`config.mk`:
```
export PLATFORM = sky130hd
export DESIGN_NAME = updi_target_responder
export DESIGN_NICKNAME = d
export VERILOG_FILES = /design/src/rtl/updi_target_responder.sv
export SDC_FILE = /design/constraint.sdc
export NUM_CORES = 1
export LEC_CHECK = 0
export BUFFER_PORTS_ARGS = -buffer_cell sky130_fd_sc_hd__buf_2
export CAP_MARGIN = 20
export CORE_MARGIN = 10
export CORE_UTILIZATION = 45
export DETAILED_ROUTE_END_ITERATION = 7
export PLACE_DENSITY = 0.75
export SETUP_SLACK_MARGIN = 0.5
export SLEW_MARGIN = 20
export SYNTH_ARGS = -nofsm -noshare
export SYNTH_HDL_FRONTEND = slang
export SYNTH_SLANG_ARGS = --single-unit
```
`constraint.sdc`:
```
create_clock -name clk -period 1.96 [get_ports clk]
set_input_delay 0.196 -clock clk [delete_from_list [all_inputs] [get_ports clk]]
set_output_delay 0.196 -clock clk [all_outputs]
set_load 0.01 [all_outputs]
```
`src/rtl/updi_target_responder.sv`:
```
// UPDI target-side instruction engine: SYNC/opcode parsing, LDS/STS data-space access, LDCS/STCS CS file.
// Optional feature: define UPDI_TARGET_GUARD_TIME_EN to hold off the first response byte by GUARD_CYCLES.
module updi_target_responder #(
  parameter int unsigned ADDR_BITS     = 16,
  parameter logic [7:0]  STATUSA_RESET = 8'h30,
  parameter int unsigned GUARD_CYCLES  = 16
) (
  input  logic                 clk,
  input  logic                 rst,
  input  logic [7:0]           rx_data,
  input  logic                 rx_valid,
  output logic                 rx_ready,
  input  logic                 rx_break,
  output logic [7:0]           tx_data,
  output logic                 tx_valid,
  input  logic                 tx_ready,
  output logic [ADDR_BITS-1:0] mem_addr,
  output logic [7:0]           mem_wdata,
  output logic                 mem_we,
  output logic                 mem_re,
  input  logic [7:0]           mem_rdata,
  output logic                 protocol_error
);

  typedef enum logic [3:0] {
    WAIT_SYNC, OPCODE, ADDR, STS_ACK1, STS_DATA, STS_ACK2,
    LDS_READ, LDS_SEND, LDCS_SEND, STCS_DATA
  } state_t;

  localparam logic [7:0] SYNC_BYTE   = 8'h55;
  localparam logic [7:0] ACK_BYTE    = 8'h40;
  localparam logic [2:0] ERR_ILLEGAL = 3'd4;

  state_t                 state_q, state_d;
  logic                   is_lds_q;
  logic                   size_a_q;
  logic                   size_b_q;
  logic                   idx_q;
  logic                   addr_hi_q;
  logic [3:0]             cs_addr_q;
  logic [ADDR_BITS-1:0]   base_q;
  logic [1:0]             rd_phase_q;
  logic [7:0]             cs_q [16];

  logic                   rx_ready_q;
  logic                   tx_valid_q;
  logic [7:0]             tx_data_q;
  logic [ADDR_BITS-1:0]   mem_addr_q;
  logic [7:0]             mem_wdata_q;
  logic                   mem_we_q;
  logic                   mem_re_q;
  logic                   protocol_error_q;

  logic                   rx_fire_c;
  logic                   tx_fire_c;
  logic                   op_lds_c, op_sts_c, op_ldcs_c, op_stcs_c, op_illegal_c;
  logic                   size_bad_c;
  logic                   addr_last_c;
  logic [ADDR_BITS-1:0]   cur_addr_c;
  logic                   guard_done_c;

`ifdef UPDI_TARGET_GUARD_TIME_EN
  localparam int unsigned GUARD_W      = (GUARD_CYCLES > 1) ? $clog2(GUARD_CYCLES) : 1;
  localparam logic        FIRST_TX_NOW = 1'b0;
  logic [GUARD_W-1:0]     guard_q;
  logic                   guard_load_c;

  assign guard_done_c = (guard_q == '0);
  assign guard_load_c = ((state_q == OPCODE) && (state_d == LDCS_SEND)) ||
                        ((state_q == ADDR) && (state_d inside {STS_ACK1, LDS_READ}));

  // Counts down the idle gap between the last received byte and the first response.
  always_ff @(posedge clk or negedge rst) begin
    if (!rst) begin
      guard_q <= '0;
    end else if (guard_load_c) begin
      guard_q <= GUARD_W'(GUARD_CYCLES - 1);
    end else if (!guard_done_c) begin
      guard_q <= guard_q - GUARD_W'(1);
    end
  end
`else
  localparam logic        FIRST_TX_NOW = 1'b1;
  logic                   guard_unused;

  assign guard_done_c = 1'b1;
  assign guard_unused = (GUARD_CYCLES == 0);
`endif

  assign rx_fire_c    = rx_valid && rx_ready_q;
  assign tx_fire_c    = tx_valid_q && tx_ready;
  assign op_lds_c     = (rx_data[7:5] == 3'b000);
  assign op_sts_c     = (rx_data[7:5] == 3'b010);
  assign op_ldcs_c    = (rx_data[7:5] == 3'b100);
  assign op_stcs_c    = (rx_data[7:5] == 3'b110);
  assign size_bad_c   = rx_data[3] | rx_data[1];
  assign op_illegal_c = !(((op_lds_c || op_sts_c) && !size_bad_c) || op_ldcs_c || op_stcs_c);
  assign addr_last_c  = addr_hi_q || !size_a_q;
  assign cur_addr_c   = base_q + ADDR_BITS'(idx_q);

  // Next-state decode; BREAK overrides everything.
  always_comb begin
    state_d = state_q;
    if (rx_break) begin
      state_d = WAIT_SYNC;
    end else begin
      case (state_q)
        WAIT_SYNC: if (rx_fire_c && (rx_data == SYNC_BYTE)) state_d = OPCODE;
        OPCODE: begin
          if (rx_fire_c) begin
            if (op_illegal_c)                state_d = WAIT_SYNC;
            else if (op_lds_c || op_sts_c)   state_d = ADDR;
            else if (op_ldcs_c)              state_d = LDCS_SEND;
            else                             state_d = STCS_DATA;
          end
        end
        ADDR:      if (rx_fire_c && addr_last_c) state_d = is_lds_q ? LDS_READ : STS_ACK1;
        STS_ACK1:  if (tx_fire_c) state_d = STS_DATA;
        STS_DATA:  if (rx_fire_c && (idx_q == size_b_q)) state_d = STS_ACK2;
        STS_ACK2:  if (tx_fire_c) state_d = WAIT_SYNC;
        LDS_READ:  if (rd_phase_q == 2'd2) state_d = LDS_SEND;
        LDS_SEND:  if (tx_fire_c) state_d = (idx_q == size_b_q) ? WAIT_SYNC : LDS_READ;
        LDCS_SEND: if (tx_fire_c) state_d = WAIT_SYNC;
        STCS_DATA: if (rx_fire_c) state_d = WAIT_SYNC;
        default:   state_d = WAIT_SYNC;
      endcase
    end
  end

  // State, datapath and registered outputs.
  always_ff @(posedge clk or negedge rst) begin
    if (!rst) begin
      state_q          <= WAIT_SYNC;
      is_lds_q         <= 1'b0;
      size_a_q         <= 1'b0;
      size_b_q         <= 1'b0;
      idx_q            <= 1'b0;
      addr_hi_q        <= 1'b0;
      cs_addr_q        <= 4'd0;
      base_q           <= '0;
      rd_phase_q       <= 2'd0;
      rx_ready_q       <= 1'b0;
      tx_valid_q       <= 1'b0;
      tx_data_q        <= 8'h00;
      mem_addr_q       <= '0;
      mem_wdata_q      <= 8'h00;
      mem_we_q         <= 1'b0;
      mem_re_q         <= 1'b0;
      protocol_error_q <= 1'b0;
      cs_q[0]          <= STATUSA_RESET;
      for (int i = 1; i < 16; i++) cs_q[i] <= 8'h00;
    end else begin
      state_q          <= state_d;
      rx_ready_q       <= (state_d inside {WAIT_SYNC, OPCODE, ADDR, STS_DATA, STCS_DATA});
      mem_we_q         <= 1'b0;
      mem_re_q         <= 1'b0;
      protocol_error_q <= 1'b0;
      if (rx_break) begin
        tx_valid_q <= 1'b0;
        rd_phase_q <= 2'd0;
      end else begin
        case (state_q)
          OPCODE: begin
            if (rx_fire_c) begin
              is_lds_q  <= op_lds_c;
              size_a_q  <= rx_data[2];
              size_b_q  <= rx_data[0];
              cs_addr_q <= rx_data[3:0];
              idx_q     <= 1'b0;
              addr_hi_q <= 1'b0;
              if (op_illegal_c) begin
                protocol_error_q <= 1'b1;
                cs_q[1][2:0]     <= ERR_ILLEGAL;
              end else if (op_ldcs_c) begin
                tx_data_q  <= cs_q[rx_data[3:0]];
                tx_valid_q <= FIRST_TX_NOW;
              end
            end
          end
          ADDR: begin
            if (rx_fire_c) begin
              if (!addr_hi_q) begin
                base_q    <= ADDR_BITS'(rx_data);
                addr_hi_q <= 1'b1;
              end else begin
                base_q <= ADDR_BITS'({rx_data, base_q[7:0]});
              end
              if (addr_last_c && !is_lds_q) begin
                tx_data_q  <= ACK_BYTE;
                tx_valid_q <= FIRST_TX_NOW;
              end
            end
          end
          STS_ACK1, LDCS_SEND: begin
            if (tx_fire_c)         tx_valid_q <= 1'b0;
            else if (guard_done_c) tx_valid_q <= 1'b1;
          end
          STS_DATA: begin
            if (rx_fire_c) begin
              mem_we_q    <= 1'b1;
              mem_addr_q  <= cur_addr_c;
              mem_wdata_q <= rx_data;
              if (idx_q == size_b_q) begin
                tx_data_q  <= ACK_BYTE;
                tx_valid_q <= 1'b1;
              end else begin
                idx_q <= 1'b1;
              end
            end
          end
          STS_ACK2: if (tx_fire_c) tx_valid_q <= 1'b0;
          // Strobe, wait one cycle for read data, then capture it.
          LDS_READ: begin
            case (rd_phase_q)
              2'd0: begin
                if (guard_done_c) begin
                  mem_re_q   <= 1'b1;
                  mem_addr_q <= cur_addr_c;
                  rd_phase_q <= 2'd1;
                end
              end
              2'd1: rd_phase_q <= 2'd2;
              default: begin
                tx_data_q  <= mem_rdata;
                tx_valid_q <= 1'b1;
                rd_phase_q <= 2'd0;
              end
            endcase
          end
          LDS_SEND: begin
            if (tx_fire_c) begin
              tx_valid_q <= 1'b0;
              idx_q      <= 1'b1;
            end
          end
          STCS_DATA: begin
            if (rx_fire_c && (cs_addr_q != 4'd0)) cs_q[cs_addr_q] <= rx_data;
          end
          default: ;
        endcase
      end
    end
  end

  assign rx_ready       = rx_ready_q;
  assign tx_valid       = tx_valid_q;
  assign tx_data        = tx_data_q;
  assign mem_addr       = mem_addr_q;
  assign mem_wdata      = mem_wdata_q;
  assign mem_we         = mem_we_q;
  assign mem_re         = mem_re_q;
  assign protocol_error = protocol_error_q;

endmodule

```
==> metrics.md <==
| Metric | Value |
|---|---|
| Outcome | `finished with violations` |
| Failing checks | `setup timing` |
| Reg clk slew, reported paths | `roughly 0.080 ns` |
| VDD IR max | `~670 uV` |
| CP startpoint kind | `flip-flop` |
| Final layout net count | `867` |
| Filler instances | `1500` |
| N_diodes | `0` |
| Synth Net Count | `roughly 750` |
| Slew Viols, Final | `0` |
| Placed insts | `~1100` |
| Chip width | `163 um` |
| LEAKAGE | `5.68 nW` |
| Core Region | `20200 um^2` |
| Total CTS buffers | `17` |
| Yosys reg bits | `194` |
| Critical Path Sink Type | `flip-flop` |
| Initial DRC Count | `approximately 440` |
| Initial antenna violation count | `1` |
| Reg area | `4860 um^2` |
| Final hold vios | `0` |
| Worst-Margin Slew | `0.608 ns` |
| Vias in the first global route | `6553` |
| Largest net degree at the start of global routing | `70` |
| Main synth FF type | `dfrtp_1` |
| Hold Worst Slack | `between 0.1 and 0.15 ns` |
| Power Density | `about 640 nW/um^2` |
| Tot Pwr | `about 0.0078 W` |
| Crit path buffers/inverters | `2` |
| Max_slew headroom | `0.595` |
| Gate Count Post-Synth | `roughly 720` |
| Crit path DAT | `between 2 and 2.5 ns` |
| Post-Layout Cell Count | `1126` |
| Setup Viol. Count Final | `13` |
| Final min period | `2.03 ns` |
| Cell count along the critical path | `7` |
| Reg2reg path depth | `7` |
| Die area | `26600 um^2` |
| Port Buffer Count | `57` |
| Unique masters post-synth | `slightly below 70` |
| Syn Std Cell Area | `slightly above 9000 um^2` |
| Share of flip-flops with an asynchronous set or reset | `1.00` |
| WP data required | `2.29 ns` |
| Total congestion overflow | `0` |
| Pre-Repair DR Iteration Count | `6` |
| Delay-heaviest family, CP | `compound AO/OA/AOI/OAI gates` |
| First-pass GRT wire length | `37300 um` |
| Critical path type | `reg2reg` |
| DRC violation count after routing | `0` |
| Final Skew | `0.0100 ns` |
| Layout cell share with drive strength beyond 1 | `0.523` |
| Syn-to-layout area delta | `31.9%` |
| CTS sink count | `194` |
| All-layer global routing usage | `0.179` |
| Area of the multi-input gates | `4980 um^2` |
| Maximum capacitance violations | `0` |
| Commonest non-fill, non-tap cell in the layout | `dfrtp_1` |
| Slowest stage cell on the critical path | `dfrtp_2` |
| Max clock buf depth | `2` |
| Die Height | `around 160 um` |
| Setup slack after layout | `-0.0663 ns` |
| H-tree levels | `4` |
| RSZ-0062 raised after global routing | `yes` |
| Synthesis warning total | `0` |
| Max Clk Rate | `0.494 GHz` |
| DRT Wirelength | `approximately 25000 um` |
| Std cell rows | `52` |
| Hold Path Cell Cnt | `3` |
| Worst skew pair latency | `0.44 ns` |
| Fin crit share | `1.03` |
| Post-DP HPWL | `between 15000 and 20000 um` |
| Critical path cell sequence | `buf_6, nor4bb_4, a222oi_1, buf_4, o311a_4, o31ai_4, o22a_1` |
| Final ANT Viol Nets | `0` |
| Crit path largest cell delay | `0.45 ns` |
| Placer congestion estimate | `between 0.9 and 1` |
| Seq/Total Area, Yosys | `0.528` |
| Initial core utilization | `0.456` |
| CTS tree | `built` |
| Most frequent cells in the layout | `dfrtp_1 (188), mux2_4 (116), nand2_1 (79)` |
| Mapped Avg Cell Area | `around 13 um^2` |
| Hold WC Path Type | `in2reg` |
| Io pins | `58` |
| Post-synth EDFFs | `0` |
| Vias per inst | `5.70` |
| Vias | `6421` |
| Drt wl/cell | `~22 um` |
| Clock Tree Root | `clkbuf_16` |
| Crit-path max FO | `8` |
registers in the layout (all words and copies together) (netlist names), 2 cells and up:
signal      flops
cs_q          128
base_q         16
mem_addr       16
mem_wdata       8
tx_data         8
cs_addr_q       4
state_q         4
rd_phase_q      2
cell type report:
class / instances / share of cell area
clock buffers: 19 / 0.0373
clock inverters: 12 / 0.00958
inverters: 4 / 0.00124
multi-input cells: 470 / 0.410
flip-flops and latches: 194 / 0.400
well taps: 270 / 0.0278
repair buffers: 157 / 0.113
tightest hold or removal path, stage by stage:
cell and delay (ns):
buf_2 0.11, a221oi_2 0.07, a21oi_2 0.13
cells in the mapped netlist (5+ instances only):
master | number | area (um^2)
a21oi_1 | 22 | 110
a221oi_1 | 7 | 61.3
buf_2 | 12 | 60.1
buf_4 | 5 | 37.5
clkbuf_1 | 34 | 128
dfrtp_1 | 192 | 4800
mux2_2 | 129 | 1450
mux2_4 | 8 | 120
mux4_2 | 32 | 721
nand2_1 | 93 | 349
nand2b_1 | 5 | 31.3
nand3_1 | 10 | 50.1
nand4_1 | 9 | 56.3
nor2_1 | 22 | 82.6
nor2_2 | 6 | 37.5
nor2b_1 | 7 | 43.8
nor3_1 | 5 | 25.0
o21ai_0 | 30 | 150
xnor2_1 | 6 | 52.6
xor2_1 | 10 | 87.6
path summary, 6_finish.rpt:
check                      slack [ns]                      to                   from
hold reg to reg                  0.37   cs_q[125]$_DFFE_PN1P_  cs_q[125]$_DFFE_PN1P_
setup / recovery                -0.07  tx_data[6]$_DFFE_PN0P_   state_q[2]$_DFF_PN0_
min in group asynchronous        0.32    cs_q[20]$_DFFE_PN0P_                    rst
hold / removal                   0.10  tx_data[5]$_DFFE_PN0P_           mem_rdata[5]
max in group asynchronous        0.93   cs_q[124]$_DFFE_PN1P_                    rst
setup reg to reg                -0.07  tx_data[6]$_DFFE_PN0P_   state_q[2]$_DFF_PN0_
through the flow:
step,cell area [um^2],util,setup TNS [ns],setup slack (ns)
after CTS,11400,0.566,0,0.0491
after detailed placement,10500,0.521,-0.190,-0.0812
after global routing,12100,0.602,-1.45,-0.142
after floorplan,9400,-,0,0.0711
final,12100,0.602,-0.314,-0.0663
after global placement,10500,0.521,-0.0271,-0.0161
metal layers:
metal,wire length [um],global-route usage,vias to the layer above,part of all wire
li1,-,-,2850,-
met1,11000,0.239,3313,0.44
met2,12000,0.278,219,0.48
met3,1600,0.0501,37,0.064
met4,396,0.0566,2,0.016
met5,13,0,-,0.00052
cell families after synthesis:
family	Yosys count	share of synthesized area
xor+xnor	16	0.0152
compound gates	89	0.0620
simple gates	190	0.108
buf+inv	60	0.0315
fa+ha+maj	2	0.00272
flops	194	0.528
mux	172	0.252
what timing repair did:
item | 4_1_cts | 5_1_grt
cloned | 1 | 2
gates resized for setup | 53 | 153
setup buffers | 9 | 13
hold endpoints to repair | 63 | 0
setup endpoints to repair | 186 | 185
pin swaps | 13 | 21
hold buffers | 1 | 0
where the power goes:
group	switching (W)	total (W)	internal (W)	leakage (nW)
combinational	0.000273	0.000402	0.000128	2.71
clock	0.00165	0.00339	0.00174	0.271
sequential	0.00000746	0.00401	0.00401	2.69
total	0.00193	0.00781	0.00587	5.68
Power figures use the tool's default switching activity.
